**src/rtl/fft_stream_out.sv**
```systemverilog
// fft_stream_out: captures one parallel FFT frame, streams it one bin per beat.
// Optional bit-reversed bin order when FFT_STREAM_BITREV_EN is defined.
// Ports:
//   clk, rst_n                 clock, async active-low reset
//   load_valid/load_ready      parallel frame handshake (re_bus, im_bus)
//   re_bus, im_bus             NPT words of W bits, bin k at [W*k +: W]
//   out_valid/out_ready        serial beat handshake
//   out_re, out_im             current bin data, bit-exact passthrough
//   out_idx, out_last          bin number, last-beat flag
//   frame_cnt                  fully streamed frames, wraps at 16 bits
module fft_stream_out #(
  parameter int NPT = 16,
  parameter int W   = 32,
  parameter int IW  = 4
) (
  input  logic            clk,
  input  logic            rst_n,
  input  logic            load_valid,
  output logic            load_ready,
  input  logic [W*NPT-1:0] re_bus,
  input  logic [W*NPT-1:0] im_bus,
  output logic            out_valid,
  input  logic            out_ready,
  output logic [W-1:0]    out_re,
  output logic [W-1:0]    out_im,
  output logic [IW-1:0]   out_idx,
  output logic            out_last,
  output logic [15:0]     frame_cnt
);

  localparam logic [0:0] IDLE   = 1'b0;
  localparam logic [0:0] STREAM = 1'b1;

  logic [0:0]    state;
  logic [IW-1:0] cnt;
  logic [IW-1:0] slot;
  logic [W-1:0]  re_buf [NPT];
  logic [W-1:0]  im_buf [NPT];
  logic          xfer;
  logic          last;
  logic          load;

`ifdef FFT_STREAM_BITREV_EN
  always_comb begin
    slot = '0;
    for (int i = 0; i < IW; i++)
      slot[i] = cnt[IW-1-i];
  end
`else
  assign slot = cnt;
`endif

  assign last       = (cnt == IW'(NPT-1));
  assign out_valid  = (state == STREAM);
  assign xfer       = out_valid && out_ready;
  // Ready opens during the final beat so a new frame can follow with no bubble.
  assign load_ready = (state == IDLE) || (xfer && last);
  assign load       = load_valid && load_ready;
  assign out_idx    = slot;
  assign out_last   = out_valid && last;
  // Buffer is unreset; gate data so idle/reset outputs read as zero.
  assign out_re     = out_valid ? re_buf[slot] : '0;
  assign out_im     = out_valid ? im_buf[slot] : '0;

  always_ff @(posedge clk or negedge rst_n) begin
    if (!rst_n) begin
      state     <= IDLE;
      cnt       <= '0;
      frame_cnt <= '0;
    end else begin
      if (xfer && last)
        frame_cnt <= frame_cnt + 16'd1;
      if (load) begin
        state <= STREAM;
        cnt   <= '0;
      end else if (xfer) begin
        if (last) begin
          state <= IDLE;
          cnt   <= '0;
        end else begin
          cnt <= cnt + IW'(1);
        end
      end
    end
  end

  always_ff @(posedge clk) begin
    if (load) begin
      for (int k = 0; k < NPT; k++) begin
        re_buf[k] <= re_bus[W*k +: W];
        im_buf[k] <= im_bus[W*k +: W];
      end
    end
  end

endmodule

```
**config.mk**
```make
export PLATFORM = sky130hd
export DESIGN_NAME = fft_stream_out
export DESIGN_NICKNAME = d
export VERILOG_FILES = /design/src/rtl/fft_stream_out.sv
export SDC_FILE = /design/constraint.sdc
export NUM_CORES = 1
export LEC_CHECK = 0
export CAP_MARGIN = 20
export CORE_AREA = 2 2 429 431
export CTS_BUF_LIST = sky130_fd_sc_hd__clkbuf_4
export DETAILED_ROUTE_END_ITERATION = 6
export DIE_AREA = 0 0 431 433
export GPL_TIMING_DRIVEN = 1
export MAX_ROUTING_LAYER = met4
export PLACE_DENSITY_LB_ADDON = 0.08
export SYNTH_ARGS = -nofsm -noshare
export SYNTH_HDL_FRONTEND = slang
export SYNTH_SLANG_ARGS = --single-unit
```
**constraint.sdc**
```tcl
create_clock -name clk -period 47.6 [get_ports clk]
set_input_delay 11.9 -clock clk [delete_from_list [all_inputs] [get_ports clk]]
set_output_delay 11.9 -clock clk [all_outputs]
set_load 0.01 [all_outputs]
```
==> metrics.md, run 1 <==
| Metric | Value |
|---|---|
| Slew HR | `0.251` |
| Post-synth top cells | `edfxtp_1, mux2i_1, mux4_2` |
| Count leader, synth | `edfxtp_1` |
| Dpl cell area | `between 0.05 and 0.06 mm^2` |
| Routed Antenna Nets | `0` |
| Post-Route Utilization | `0.319` |
| Final std cells w/o fill | `around 6k` |
| Fin. Hold Viols | `0` |
| Max Freq | `39.2 MHz` |
| Synth Flop Type | `edfxtp_1` |
| Critical path capture point type | `output port` |
| P_leak | `between 15 and 20 nW` |
| Final worst path period need | `approximately 26 ns` |
| CTS buffer count | `327` |
| # rows | `about 160` |
| Hold Crit Class | `reg2reg` |
| Crit-path max cell delay | `around 0.66 ns` |
| Syn Inst Count | `1,805` |
| PortBufs | `~1.1k` |
| Crit path kind | `in2out` |
| WP data required | `35.70 ns` |
| Worst path slowest cell | `clkdlybuf4s50_1` |
| RSZ-0062 raised after global routing | `false` |
| VDD IR-drop max | `between 0.00003 and 0.00004 V` |
| Final period util | `0.537` |
| Via density | `~4.2` |
| Clk_lat worst skew | `between 1 and 1.5 ns` |
| Mean area per synthesized cell | `~22 um^2` |
| TNS Setup | `0 ns` |
| Most numerous cell on the critical path | `clkdlybuf4s50_1` |
| Routed len/inst | `27.8 um` |
| Total Wirelength | `about 160 mm` |
| CP Max Fanout | `9` |
| I/O pins | `1,115` |
| HPWL after DPL | `119 mm` |
| Netlist cell types | `37` |
| CP Buf/Inv Count | `2` |
| Largest net degree at the start of global routing | `between 150 and 200` |
| Layout Cell Area excl Fill | `0.0580 mm^2` |
| Crit-path cells | `clkdlybuf4s50_1 -> nand3_1 -> nand2_1 -> clkdlybuf4s50_1` |
| Yosys top cell area share | `0.767` |
| Initial antenna violation count | `between 100 and 150` |
| Number of DRC markers in iteration 0 | `1,464` |
| Clk_skew | `between 0.07 and 0.08 ns` |
| Gr usage total | `0.175` |
| Post-CTS Setup Inserts | `0` |
| Area grow syn2layout | `44.6%` |
| Power, Total | `between 2 and 3 mW` |
| Vias in the first global route | `approximately 27k` |
| Starting Density | `0.220` |
| Grt ovf | `0` |
| RD Place Congestion | `approximately 0.84` |
| DRC | `0` |
| Clock root cell | `clkbuf_4` |
| CTS Hold Bufs | `0` |
| Sink Count | `1,045` |
| Clock Path Buffers | `4` |
| Top delay family on crit path | `buffers and inverters` |
| Cells after DPL | `5,233` |
| Resized cells post-CTS | `0` |
| Async SR Flop Fraction | `0.0201` |
| Pre-Repair DR Iteration Count | `5` |
| Max-Cap Viols | `0` |
| Final slew viol count | `0` |
| Worst-path clk slew | `about 0.050 ns` |
| Critical path startpoint category | `input pin` |
| Post-synth EDFFs | `between 1k and 1.5k` |
| Area leader, netlist | `edfxtp_1` |
| FF+latch count, synth | `roughly 1.0k` |
| Sequential share of the synthesized area | `0.780` |
| Cell Area, Synth | `~0.040 mm^2` |
| Setup violations, final | `0` |
| First-pass GRT wire length | `approximately 220 mm` |
| Net count, final | `roughly 4.2k` |
| Chip width | `approximately 430 um` |
| Slew @ Worst Pin | `1.12 ns` |
| TritonCTS clock tree | `done` |
| Most area-consuming cells after synthesis | `edfxtp_1, mux4_2, mux2i_1` |
| Die Height | `433 um` |
| DIE AREA | `approximately 0.19 mm^2` |
| Via count | `~25k` |
| WP data arrival | `approximately 14 ns` |
| Ys Warns | `0` |
| Core ar. | `approximately 0.18 mm^2` |
| Outcome | `completed` |
| CTS H-tree depth | `5` |
| Layout cells sized above 1 | `0.221` |
| Cell Pwr Density | `49.3 mW/mm^2` |
| Mapped Nets | `between 2k and 3k` |
## registers in the layout (all words and copies together), names as in the netlist
register	flops
frame_cnt	16
im_buf	512
out_idx	4
out_valid	1
re_buf	512
## through the flow
stage	hold WS [ns]	setup WS, ns
after global routing	0.498	21.98
after CTS	0.487	22.07
after detailed placement	0.476	22.08
after global placement	0.468	22.08
after floorplan	0.507	6.83
final	0.476	22.06
## per-layer routing
metal	up-vias	GRT usage	routed length, um
li1	10668	-	-
met1	12416	0.190	61600
met2	1096	0.298	85400
met3	382	0.0551	11300
met4	0	0.0647	4270
met5	-	-	0
## layout make-up
| class | instances | area [um^2] |
|---|---|---|
| tap | 2385 | 2980 |
| clock inverter | 60 | 258 |
| timing repair buffer | 1150 | 11500 |
| sequential | 1045 | 31300 |
| antenna | 87 | 218 |
| clock buffer | 473 | 3550 |
| inverter | 1 | 3.75 |
| multi-input combinational | 655 | 8170 |
| fill | 17760 | 124000 |
## power breakdown
group | total, mW | leakage [nW] | internal [mW] | switching (mW)
Sequential | 1.09 | 9.49 | 1.05 | 0.0409
Combinational | 0.906 | 7.42 | 0.435 | 0.471
Clock | 0.859 | 2.30 | 0.455 | 0.404
## layout by cell type (no fill, tap or decap), types with 7 or more instances in the layout
cell,count
clkdlybuf4s50_1,1114
edfxtp_1,1024
clkbuf_4,473
mux2i_1,193
mux4_2,191
o21ai_1,120
diode_2,87
clkinv_1,52
a221oi_1,34
a221oi_2,29
buf_4,29
dfrtp_1,18
xnor2_1,14
nand2_1,13
o21ai_0,10
nand3_1,7
## final timing paths
path,startpoint,cells past startpoint,endpoint,slack [ns]
worst max-delay path,out_ready,4,load_ready,22.06
worst min-delay path,frame_cnt[15],1,frame_cnt[15],0.48
worst max register to register,out_idx[1],11,re_buf[9][26],40.30
worst min register to register,frame_cnt[15],1,frame_cnt[15],0.48
max in group asynchronous,rst_n,2,frame_cnt[6],36.24
min in group asynchronous,rst_n,1,frame_cnt[0],10.90
## cell families (layout without fill, tap and decap cells)
kind of cell,after synthesis,count (layout),synth area share
compound gates,203,203,0.0361
flops,1045,1045,0.780
xor+xnor,16,16,0.00349
mux,386,386,0.156
other cells,0,87,0
fa+ha+maj,2,2,0.000624
simple gates,48,48,0.00674
buf+inv,105,1684,0.0174
No activity file was read; power rests on OpenSTA's default activity.
==> run 2: changes to the inputs <==
Clock period 47.6 ns to 26.6 ns, I/O delays scaled along.
==> metrics.md, run 2 (synthesis results as in run 1) <==
| Metric | Value |
|---|---|
| Clock power frac | `0.294 (-0.006)` |
| Slew @ Worst Pin | `1.09 ns (-0.0373 ns)` |
| Crit path kind | `in2out` |
| Sequential group share of total power | `0.380 (-0.003)` |
| Post-CTS Setup Inserts | `0 (unchanged)` |
| WP data required | `19.95 ns (-15.75 ns)` |
| Reg-to-reg startpoint | `out_idx[1]` |
| # rows | `157 (unchanged)` |
| DRC | `0 (unchanged)` |
| Commonest cells after routing, fill and taps aside | `clkdlybuf4s50_1, edfxtp_1, clkbuf_4, mux2i_1, mux4_2` |
| Crit-path max cell delay | `0.66 ns (about the same)` |
| Comb pwr share | `0.326 (+0.009)` |
| WP data arrival | `8.44 ns (-5.20 ns)` |
| Worst setup margin | `11.51 ns (-10.55 ns)` |
| Most numerous cell on the critical path | `clkdlybuf4s50_1` |
| Cells after DPL | `5,231 (-0.038%)` |
| Number of DRC markers in iteration 0 | `1,628 (+11%)` |
| PortBufs | `1,114 (unchanged)` |
| Gr usage total | `0.175 (+0.000551)` |
| Clock Path Buffers | `4 (unchanged)` |
| Sw power | `1.64 mW (+79%)` |
| Hold Path Stages | `1 (unchanged)` |
| DIE AREA | `0.187 mm^2 (unchanged)` |
| Critical path startpoint category | `input pin` |
| Resized cells post-CTS | `0 (unchanged)` |
| Die Height | `433 um (unchanged)` |
| Layout cells sized above 1 | `0.215 (-0.00635)` |
| Core ar. | `0.182 mm^2 (unchanged)` |
| WHS | `0.487 ns (+0.0110 ns)` |
| Crit-path cells | `clkdlybuf4s50_1 -> nand3_1 -> nand2_1 -> clkdlybuf4s50_1` |
| Final slew viol count | `0 (unchanged)` |
| Clk_skew | `0.0984 ns (+0.0203 ns)` |
| Starting Density | `0.220 (unchanged)` |
| Sw frac | `0.323 (+0.00240)` |
| Slew HR | `0.275 (+0.0248)` |
| Initial antenna violation count | `138 (+20%)` |
| CTS buffer count | `329 (+0.61%)` |
| VDD IR-drop max | `0.0000626 V (+82%)` |
| Max-Cap Viols | `0 (unchanged)` |
| Max Freq | `66.3 MHz` |
| Largest net degree at the start of global routing | `163 (+1.2%)` |
| CP Max Fanout | `9 (unchanged)` |
| Worst hold start | `frame_cnt[15]` |
| CTS H-tree depth | `5 (unchanged)` |
| TritonCTS clock tree | `done` |
| Routed len/inst | `27.9 um (+0.35%)` |
| Fin. Hold Viols | `0 (unchanged)` |
| WHS Endpoint | `frame_cnt[15]` |
| Setup violations, final | `0 (unchanged)` |
| Via density | `4.20 (+0.13%)` |
| Cell internal pwr | `3.43 mW (+77%)` |
| RD Place Congestion | `0.843 (+0.91%)` |
| Pre-Repair DR Iteration Count | `5 (unchanged)` |
| CTS Hold Bufs | `0 (unchanged)` |
| HPWL after DPL | `120 mm (+0.46%)` |
| Grt ovf | `0 (unchanged)` |
| First-pass GRT wire length | `216 mm (about the same)` |
| Outcome | `completed` |
| TNS Setup | `0 ns (unchanged)` |
| FF-to-FF setup slack | `19.82 ns (-20.48 ns)` |
| Chip width | `431 um (unchanged)` |
| Area grow syn2layout | `44.1%` |
| Cell Pwr Density | `87.7 mW/mm^2 (+78%)` |
| Via count | `24.5k (-0.061%)` |
| Clock root cell | `clkbuf_4` |
| Final period util | `0.567` |
| I/O pins | `1,115 (unchanged)` |
| Setup crit start | `out_ready` |
| Post-Route Utilization | `0.318 (-0.00102)` |
| Sink Count | `1,045 (unchanged)` |
| Critical path capture point type | `output port` |
| Final std cells w/o fill | `5,845 (-0.19%)` |
| P_leak | `19.1 nW (-0.54%)` |
| Net count, final | `4,208 (-0.048%)` |
| Reg2reg end | `re_buf[13][30]` |
| Final worst path period need | `around 15 ns` |
| Routed Antenna Nets | `0 (unchanged)` |
| Most common cell after layout, fill and taps aside | `clkdlybuf4s50_1` |
| RSZ-0062 raised after global routing | `false` |
| Total Wirelength | `163 mm (+0.16%)` |
| Worst path slowest cell | `clkdlybuf4s50_1` |
| Largest regs | `im_buf: 512 flops, re_buf: 512 flops, frame_cnt: 16 flops` |
| Pre-CTS setup slack | `11.51 ns (-10.56 ns)` |
| Reg2Reg Depth | `9 (-2)` |
| Hold Crit Class | `reg2reg` |
| Clk_lat worst skew | `1.32 ns (+0.07 ns)` |
| Worst-path clk slew | `0.05 ns (about the same)` |
| Vias in the first global route | `26.7k (+0.19%)` |
-- run 2: critical path: cells and delay by family --
family,cells,cell delay [ns]
buffers and inverters,2,1.23
AND/OR/NAND/NOR,2,0.56
-- run 2: layout make-up --
cell class	instances	area (um^2)
Fill cell	17795	124000
Tap cell	2385	2980
Clock inverter	79	305
Timing Repair Buffer	1146	11500
Inverter	1	3.75
Antenna cell	83	208
Multi-Input combinational cell	655	8170
Clock buffer	451	3390
Sequential cell	1045	31300
-- run 2: power groups by stage --
| stage | clock (mW) | combinational (mW) | sequential [mW] |
|---|---|---|---|
| floorplan | 0 | 0.947 | 1.98 |
| global placement | 0 | 1.70 | 1.96 |
| detailed placement | 0 | 1.71 | 1.96 |
| CTS | 1.57 | 1.71 | 1.93 |
| global route | 1.65 | 1.77 | 1.93 |
| finish | 1.49 | 1.66 | 1.93 |
-- run 2: per-layer routing --
metal | track usage | vias to the layer above | share of wire
li1 | - | 10673 | -
met1 | 0.188 | 12343 | 0.37
met2 | 0.300 | 1127 | 0.52
met3 | 0.0564 | 404 | 0.072
met4 | 0.0680 | 0 | 0.031
met5 | - | - | 0
-- run 2: metrics by stage --
stage	power, mW	instance area [um^2]
after detailed placement	3.67	53900
after global routing	5.36	57800
after CTS	5.21	57600
after global placement	3.66	53900
final	5.07	57800
after floorplan	2.93	40100
-- run 2: how the worst max path moves through the flow --
| stage | cells past startpoint | endpoint | slack, ns |
|---|---|---|---|
| 6_report | 4 | load_ready | 11.51 |
| 3_3_place_gp | 4 | load_ready | 11.56 |
| 4_1_cts | 4 | load_ready | 11.50 |
| 2_1_floorplan | 3 | im_buf[0][0] | 2.36 |
| 3_5_place_dp | 4 | load_ready | 11.51 |
| 5_1_grt | 4 | load_ready | 11.41 |
